`src/rtl/wb_cmd_master.sv`:
```
// wb_cmd_master: turns a byte-serial command stream into single Wishbone B4
// pipelined bus cycles and returns a status byte (plus read data) on a byte
// response stream.
// Optional feature: define WB_CMD_TIMEOUT_EN to abort bus cycles that receive
// no ack/err within TIMEOUT_CYCLES cycles of entering REQ (status 0xE0).
module wb_cmd_master #(
  parameter int TIMEOUT_CYCLES = 1024
) (
  input  logic        wb_clk_i,
  input  logic        wb_rst_i,
  input  logic [7:0]  rx_dat_i,
  input  logic        rx_vld_i,
  output logic        rx_rdy_o,
  output logic [7:0]  tx_dat_o,
  output logic        tx_vld_o,
  input  logic        tx_rdy_i,
  output logic        wbm_cyc_o,
  output logic        wbm_stb_o,
  output logic        wbm_we_o,
  output logic [31:0] wbm_adr_o,
  output logic [31:0] wbm_dat_o,
  output logic [3:0]  wbm_sel_o,
  input  logic [31:0] wbm_dat_i,
  input  logic        wbm_ack_i,
  input  logic        wbm_err_i,
  input  logic        wbm_stall_i
);

  typedef enum logic [2:0] {
    S_IDLE, S_ADDR, S_DATA, S_REQ, S_WAIT, S_RESP
  } state_t;

  localparam logic [7:0] CMD_WRITE   = 8'h01;
  localparam logic [7:0] CMD_READ    = 8'h02;
  localparam logic [7:0] STS_ACK     = 8'hA5;
  localparam logic [7:0] STS_ERR     = 8'hEE;
  localparam logic [7:0] STS_TIMEOUT = 8'hE0;

  // Reject out-of-range timeout settings at elaboration time
  if (TIMEOUT_CYCLES < 2 || TIMEOUT_CYCLES > 65535) begin : g_badTimeout
    $error("wb_cmd_master: TIMEOUT_CYCLES out of range 2..65535");
  end

  state_t      r_state;
  state_t      w_next;
  logic        r_isWrite;
  logic [1:0]  r_byteCnt;
  logic [31:0] r_adr;
  logic [31:0] r_wdat;
  logic [31:0] r_rdData;
  logic [7:0]  r_status;
  logic [2:0]  r_respIdx;
  logic [2:0]  r_respLast;
  logic [7:0]  w_respByte;
  logic        w_rxFire;
  logic        w_txFire;
  logic        w_busLive;
  logic        w_ack;
  logic        w_err;
  logic        w_timeout;
  logic        w_cmdOk;

  // Bus responses only count when the strobe was accepted or we are waiting
  assign w_busLive = ((r_state == S_REQ) && !wbm_stall_i) || (r_state == S_WAIT);
  assign w_ack     = w_busLive && wbm_ack_i;
  assign w_err     = w_busLive && wbm_err_i && !wbm_ack_i;
  assign w_rxFire  = rx_vld_i && rx_rdy_o;
  assign w_txFire  = tx_vld_o && tx_rdy_i;
  assign w_cmdOk   = (rx_dat_i == CMD_WRITE) || (rx_dat_i == CMD_READ);

  assign wbm_adr_o = r_adr;
  assign wbm_dat_o = r_wdat;
  assign wbm_we_o  = r_isWrite;

`ifdef WB_CMD_TIMEOUT_EN
  localparam logic [15:0] TO_LAST = 16'(TIMEOUT_CYCLES - 1);
  logic [15:0] r_toCnt;

  // Count cycles spent with the bus cycle open, restarting at every REQ entry
  always_ff @(posedge wb_clk_i or posedge wb_rst_i) begin
    if (wb_rst_i) begin
      r_toCnt <= '0;
    end else if ((r_state == S_REQ) || (r_state == S_WAIT)) begin
      r_toCnt <= r_toCnt + 16'd1;
    end else begin
      r_toCnt <= '0;
    end
  end

  assign w_timeout = ((r_state == S_REQ) || (r_state == S_WAIT)) && (r_toCnt == TO_LAST);
`else
  assign w_timeout = 1'b0;
`endif

  // State register
  always_ff @(posedge wb_clk_i or posedge wb_rst_i) begin
    if (wb_rst_i) r_state <= S_IDLE;
    else          r_state <= w_next;
  end

  // Next-state decode: frame parsing, bus handshake, response drain
  always_comb begin
    w_next = r_state;
    case (r_state)
      S_IDLE: if (w_rxFire && w_cmdOk) w_next = S_ADDR;
      S_ADDR: if (w_rxFire && (r_byteCnt == 2'd3)) w_next = r_isWrite ? S_DATA : S_REQ;
      S_DATA: if (w_rxFire && (r_byteCnt == 2'd3)) w_next = S_REQ;
      S_REQ: begin
        if (w_ack || w_err || w_timeout) w_next = S_RESP;
        else if (!wbm_stall_i)           w_next = S_WAIT;
      end
      S_WAIT: if (w_ack || w_err || w_timeout) w_next = S_RESP;
      S_RESP: if (w_txFire && (r_respIdx == r_respLast)) w_next = S_IDLE;
      default: w_next = S_IDLE;
    endcase
  end

  // Frame payload capture, bus completion status and response byte index
  always_ff @(posedge wb_clk_i or posedge wb_rst_i) begin
    if (wb_rst_i) begin
      r_isWrite  <= 1'b0;
      r_byteCnt  <= '0;
      r_adr      <= '0;
      r_wdat     <= '0;
      r_rdData   <= '0;
      r_status   <= '0;
      r_respIdx  <= '0;
      r_respLast <= '0;
    end else begin
      case (r_state)
        S_IDLE: begin
          if (w_rxFire && w_cmdOk) begin
            r_isWrite <= (rx_dat_i == CMD_WRITE);
            r_byteCnt <= '0;
          end
        end
        S_ADDR: begin
          if (w_rxFire) begin
            r_adr     <= {r_adr[23:0], rx_dat_i};
            r_byteCnt <= r_byteCnt + 2'd1;
          end
        end
        S_DATA: begin
          if (w_rxFire) begin
            r_wdat    <= {r_wdat[23:0], rx_dat_i};
            r_byteCnt <= r_byteCnt + 2'd1;
          end
        end
        S_REQ, S_WAIT: begin
          r_respIdx <= '0;
          if (w_ack) begin
            r_status   <= STS_ACK;
            r_respLast <= r_isWrite ? 3'd0 : 3'd4;
            if (!r_isWrite) r_rdData <= wbm_dat_i;
          end else if (w_err) begin
            r_status   <= STS_ERR;
            r_respLast <= 3'd0;
          end else if (w_timeout) begin
            r_status   <= STS_TIMEOUT;
            r_respLast <= 3'd0;
          end
        end
        S_RESP: begin
          if (w_txFire) r_respIdx <= r_respIdx + 3'd1;
        end
        default: ;
      endcase
    end
  end

  // Select the response byte: status first, then read data MSB first
  always_comb begin
    w_respByte = r_status;
    case (r_respIdx)
      3'd1:    w_respByte = r_rdData[31:24];
      3'd2:    w_respByte = r_rdData[23:16];
      3'd3:    w_respByte = r_rdData[15:8];
      3'd4:    w_respByte = r_rdData[7:0];
      default: w_respByte = r_status;
    endcase
  end

  // Output decode from state; rx_rdy_o is also forced low while reset is held
  always_comb begin
    rx_rdy_o  = ((r_state == S_IDLE) || (r_state == S_ADDR) || (r_state == S_DATA)) && !wb_rst_i;
    wbm_cyc_o = (r_state == S_REQ) || (r_state == S_WAIT);
    wbm_stb_o = (r_state == S_REQ);
    wbm_sel_o = wbm_cyc_o ? 4'hF : 4'h0;
    tx_vld_o  = (r_state == S_RESP);
    tx_dat_o  = (r_state == S_RESP) ? w_respByte : 8'h00;
  end

endmodule

```
`config.mk`:
```
export PLATFORM = sky130hd
export DESIGN_NAME = wb_cmd_master
export DESIGN_NICKNAME = d
export VERILOG_FILES = /design/src/rtl/wb_cmd_master.sv
export SDC_FILE = /design/constraint.sdc
export NUM_CORES = 1
export LEC_CHECK = 0
export BUFFER_PORTS_ARGS = -buffer_cell sky130_fd_sc_hd__clkbuf_2
export CAP_MARGIN = 0
export CELL_PAD_IN_SITES_DETAIL_PLACEMENT = 1
export CELL_PAD_IN_SITES_GLOBAL_PLACEMENT = 2
export CORE_ASPECT_RATIO = 0.6
export CORE_UTILIZATION = 30
export DETAILED_ROUTE_END_ITERATION = 8
export PLACE_DENSITY = 0.79
export SLEW_MARGIN = 15
export SYNTH_ARGS = -nofsm -noshare
export SYNTH_HDL_FRONTEND = slang
export SYNTH_SLANG_ARGS = --single-unit
```
`constraint.sdc`:
```
create_clock -name wb_clk_i -period 8.15 [get_ports wb_clk_i]
set_clock_uncertainty 0.15 [all_clocks]
set_input_delay 0.4075 -clock wb_clk_i [delete_from_list [all_inputs] [get_ports wb_clk_i]]
set_output_delay 0.4075 -clock wb_clk_i [all_outputs]
set_load 0.005 [all_outputs]
```
## After elaboration in Yosys (flattened, before gate mapping)

Index checks and enable logic that the tools add are counted.
Widths: inputs -> output; s select.

| operators by class | value |
|---|---|
| $add $sub $neg | 2 |
| equal/unequal tests | 21 |
| mux-type cells | 22 |
| bitwise gates (word level) | 1 |
| reductions and logical operators | 33 |

Operators by type and width:

| operator | count |
|---|---|
| $mux 3 | 11 |
| $pmux 8 s4 | 1 |
| $mux 8 | 3 |
| $pmux 3 s6 | 1 |
| $eq 3x2->1 const B | 4 |
| $logic_and 1x1->1 | 10 |
| $reduce_and 2->1 | 5 |
| $eq 3x3->1 const B | 3 |
| $eq 8x1->1 const B | 1 |
| $eq 8x2->1 const B | 1 |
| $ne 2x1->1 const B | 4 |
| $eq 3x1->1 const B | 2 |
| $logic_or 1x1->1 | 6 |
| $ne 2x2->1 const B | 3 |
| $pmux 3 s2 | 1 |
| $reduce_and 3->1 | 2 |
| $reduce_and 6->1 | 1 |
| $reduce_bool 2->1 | 3 |
| $mux 2 | 2 |
| $mux 4 | 1 |
| $pmux 2 s2 | 1 |
| $reduce_or 2->1 | 2 |
| $add 3x1->3 const B | 1 |
| $eq 3x3->1 | 1 |
| 7 further kinds | 9 |

| word-level totals | value |
|---|---|
| input bits | 47 |
| word-level logic and storage cells | 88 |
| bits in registers | 116 |
| output and inout port bits | 81 |

## Depth between registers and ports, before layout

| depth | value |
|---|---|
| depth after elaboration | 8 |
| depth in mapped cells | 8 |
| mapped depth without buffers | 6 |

## Least setup slack after synthesis

Ideal clock, no wire load.

| timing | value |
|---|---|
| kind | input-to-reg |
| start point | input port wb_rst_i |
| end point | register r_state[1] |
| required time | 7.896 ns |
| buffers on the path | 0 |
| stages on the path | 4 |
| data arrival time | 3.840 ns |
| setup time | 0.104 ns |
| setup slack | 4.057 ns |
| cell sequence | inv_1 > a311oi_1 > or4b_1 > o311ai_1 |

| on the way | value |
|---|---|
| longest elaborated chain between the ends | 6 |
| elaborated cells between the ends (all ways) | 9 |
| classes of those cells | 3 x eq/ne; 6 x reduce/logical |

Ends and longest elaborated chain:

| item | line | source |
|---|---|---|
| start, declared | 10 | `input logic wb_rst_i,` |
| $logic_not 1->1 (*) | 185 | `rx_rdy_o = ((r_state == S_IDLE) \|\| (r_state == S_ADDR) \|\| (r_state == S_DATA)) && !wb_rst_i;` |
| $logic_and 1x1->1 (*) | 185 |  |
| $logic_and 1x1->1 (*) | 67 | `assign w_rxFire = rx_vld_i && rx_rdy_o;` |
| $logic_and 1x1->1, on equally long branches | 106, 107, 105 |  |
| $ne 2x2->1 (no line) | - |  |
| $reduce_and 6->1 (no line) (*) | - |  |
| end signal, assigned | 98 | `else r_state <= w_next;` |
| end, declared | 44 | `state_t r_state;` |

Every way passes the cells marked *; elsewhere a longest branch is shown, timed or not.
A chain may end at the register's enable or synchronous reset.

## Final worst setup path

| timing | value |
|---|---|
| start point | register r_respIdx[0] |
| end point | output port tx_dat_o[7] |

| on the way | value |
|---|---|
| longest elaborated chain between the ends | 3 |
| elaborated cells between the ends (all ways) | 6 |
| classes of those cells | 4 x eq/ne; 2 x mux |

Ends and longest elaborated chain:

| item | line | source |
|---|---|---|
| start, declared | 52 | `logic [2:0] r_respIdx;` |
| start signal, assigned | 164 | `if (w_txFire) r_respIdx <= r_respIdx + 3'd1;` |
| $eq 3x3->1 (tied with other cells) | 174 | `case (r_respIdx)` |
| $pmux 8 s4 (*) | 174 |  |
| $mux 8 (*) | 190 | `tx_dat_o = (r_state == S_RESP) ? w_respByte : 8'h00;` |
| end, declared | 14 | `output logic [7:0] tx_dat_o,` |

Marks and branches as above.

==> results.ini <==
[die]
io_pins = 128
std_cell_rows = 35
start_util_pct = 31.2
die_w_um = 166
die_h_um = 101
die-area_um2 = 16700
core_um2 = 15600

[synthesis]
synth_seq_cells = 109
synthAdderAreaFrac_pct = 1.55
netlist_instances = 352
netlist-cell-type-count = 49
synth_top_area_share_pct = 56.2
synth_xor_area_share_pct = 0.541
synthArstFlopShare_pct = 100
ys.flop_type = dfrtp_1
synth_compound_area_share_pct = 8.04
synth.net_count = 405
seq_area_frac_synth_pct = 56.2
syn_avg_cell_area_um2 = 13.8
synth_top_family_by_area = multiplexers
yosysTopAreaCell = dfrtp_1
yosys_warnings = 0
synthSimpleGateAreaFrac_pct = 5.49
synth.area.top_cells = dfrtp_1, mux2_2, mux2_4
synth.area.mux_share_pct = 24.7
synth-edff-count = 0
synthesis.area_um2 = 4860

[place]
post-place-cells = 660
gp_congestion = 0.740
dpl_cell_area_um2 = 5630
port_buffers = 127
dp_hpwl_um = 9370
post-place-ws_ns = 5.09

[grt]
grt_pass1_vias = 3482
gr-total-overflow = 0
grt_pass1_wl_um = 20100
grt_max_degree = 66
antenna_found_initial = 0
grt_usage_pct = 15.8

[clock_tree]
hold_buffers = 0
cts-resized-gates = 0
clock_latency_ns = 0.35
cts_buffers = 9
clockBufferDepth = 2
cts_setup_buffers = 0
cts_tree = yes
clock-sinks = 109
path_clk_slew_ns = 0.08
cts-root-buf = clkbuf_16
cts_htree_levels = 3

[sta]
setup_viol = 0
maxSlewHeadroom_pct = 26.6
slew_viol_final = 0
hold_viol_final = 0
tightest_slew_ns = 1.10
fin_crit_sh_pct = 38.4
fmax_ghz = 0.320
fin_ws_ns = 5.02
rsz0062_at_grt = false
fin_crit_ns = 3.13
final.setup.tns_ns = 0

[power_and_ir_drop]
internal_power_w = 0.00145
p_leak_nw = 2.92
power-per-cell-area_nw_per_um2 = 369
p_comb_share_pct = 34.7
clockPowerShare_pct = 19.9
p_sw_share_pct = 33.6
seq_power_share_pct = 45.4
power_switching_w = 0.000736
vdd_ir_drop_max_v = 0.000109

[status]
violations = DRC
status = complete, but fails checks

[route]
firstDrtPassIters = 6
drtIter0Drc = 130
wl_per_cell_um = 18.5
drtAntennaViolNets = 0
drc = 8
viasPerCell = 4.83
vias = 3273
totalWireLength_um = 12500

[final_layout]
layout.area.seq_um2 = 2730
finalInstanceArea_um2 = 5930
mostFrequentLayoutCell = clkbuf_2
num-fill-cells = 1687
area_growth_pct = 22.1
drive_gt1_share_pct = 52.9
multi_input_area_um2 = 1960
layout.cells.most_common_list = clkbuf_2, dfrtp_1, mux2_2
final_cells = 677
final_nets = 521
fin_util_pct = 38.0

[worst_setup_path]
cp_data_arrival_time_ns = 2.57
endpoint_kind = primary output
path_max_fanout = 11
worstPathRequired_ns = 7.59
critPathLaunchType = flip-flop
rr_worst_depth = 4
critical_path_class = flip-flop to primary output

[min_path]
min-delay-path-class = input pin to async pin

[job]
cap_violations = 0

## critical path, stage by stage (launching register included)
cell and delay, ns:
dfrtp_1 0.43, inv_1 0.11, ha_1 0.37, nor3_1 0.09, o21ai_1 0.58, o21ai_0 0.30
a21oi_1 0.21, clkbuf_2 0.14
## stage by stage
| step | total power, W | hold WS, ns |
|---|---|---|
| after global routing | 0.00234 | 0.0635 |
| after global placement | 0.00172 | 0.336 |
| after floorplan | 0.00144 | 0.288 |
| after CTS | 0.00222 | 0.0338 |
| final | 0.00219 | 0.0138 |
| after detailed placement | 0.00177 | 0.344 |
## flip-flops by register name, indices dropped and copies added, names as in the netlist
name,cells
r_respLast,1
wbm_dat_o,32
wbm_adr_o,32
r_status,3
r_byteCnt,2
wbm_we_o,1
r_state,3
r_rdData,32
r_respIdx,3
## metal layers
| layer | wire [µm] | GRT usage [%] | share of wire, % |
|---|---|---|---|
| met1 | 6190 | 22.8 | 49 |
| met2 | 5650 | 23.6 | 45 |
| met3 | 570 | 3.81 | 4.5 |
| met4 | 128 | 4.42 | 1.0 |
| met5 | 0 | 0 | 0 |
## cells in the mapped netlist (5+ instances only)
| cell type | count |
|---|---|
| a21oi_1 | 13 |
| a22oi_1 | 8 |
| clkbuf_1 | 9 |
| dfrtp_1 | 109 |
| ha_1 | 6 |
| inv_1 | 7 |
| mux2_2 | 68 |
| mux2_4 | 29 |
| nand2_1 | 10 |
| nand3_1 | 10 |
| nor2_1 | 5 |
| o21ai_0 | 16 |
## layout make-up
type / instances / area share, %
clock inverters: 7 / 1.22
inverters: 7 / 0.485
diodes: 1 / 0.0422
clock buffers: 9 / 3.80
flip-flops and latches: 109 / 46.0
well taps: 203 / 4.28
multi-input cells: 211 / 33.1
repair buffers: 130 / 11.1
## power by group through the flow
stage	clock network, W	logic [W]	registers, W
CTS	0.000454	0.000773	0.000994
finish	0.000436	0.000759	0.000993
global placement	0	0.000735	0.000983
detailed placement	0	0.000767	0.00100
floorplan	0	0.000499	0.000944
global route	0.000474	0.000833	0.00103
## cells by family after synthesis
group                      Yosys count
AOI/OAI and AO/OA                   59
xor gates and xnor gates             3
adders and majority gates            6
buffers and inverters               32
DFF                                109
muxes                               97
and+or+nand+nor                     46
## worst paths after layout
kind / start / endpoint / slack, ns
max in group asynchronous: wb_rst_i / wbm_dat_o[27] / 6.58
setup / recovery: r_respIdx[0] / tx_dat_o[7] / 5.02
setup reg to reg: r_state[2] / r_rdData[29] / 5.44
min in group wb_clk_i: wbm_dat_i[24] / r_rdData[24] / 0.13
hold reg to reg: wbm_adr_o[31] / wbm_adr_o[31] / 0.36
hold / removal: wb_rst_i / r_state[1] / 0.01
(Power assumes the default switching activity.)
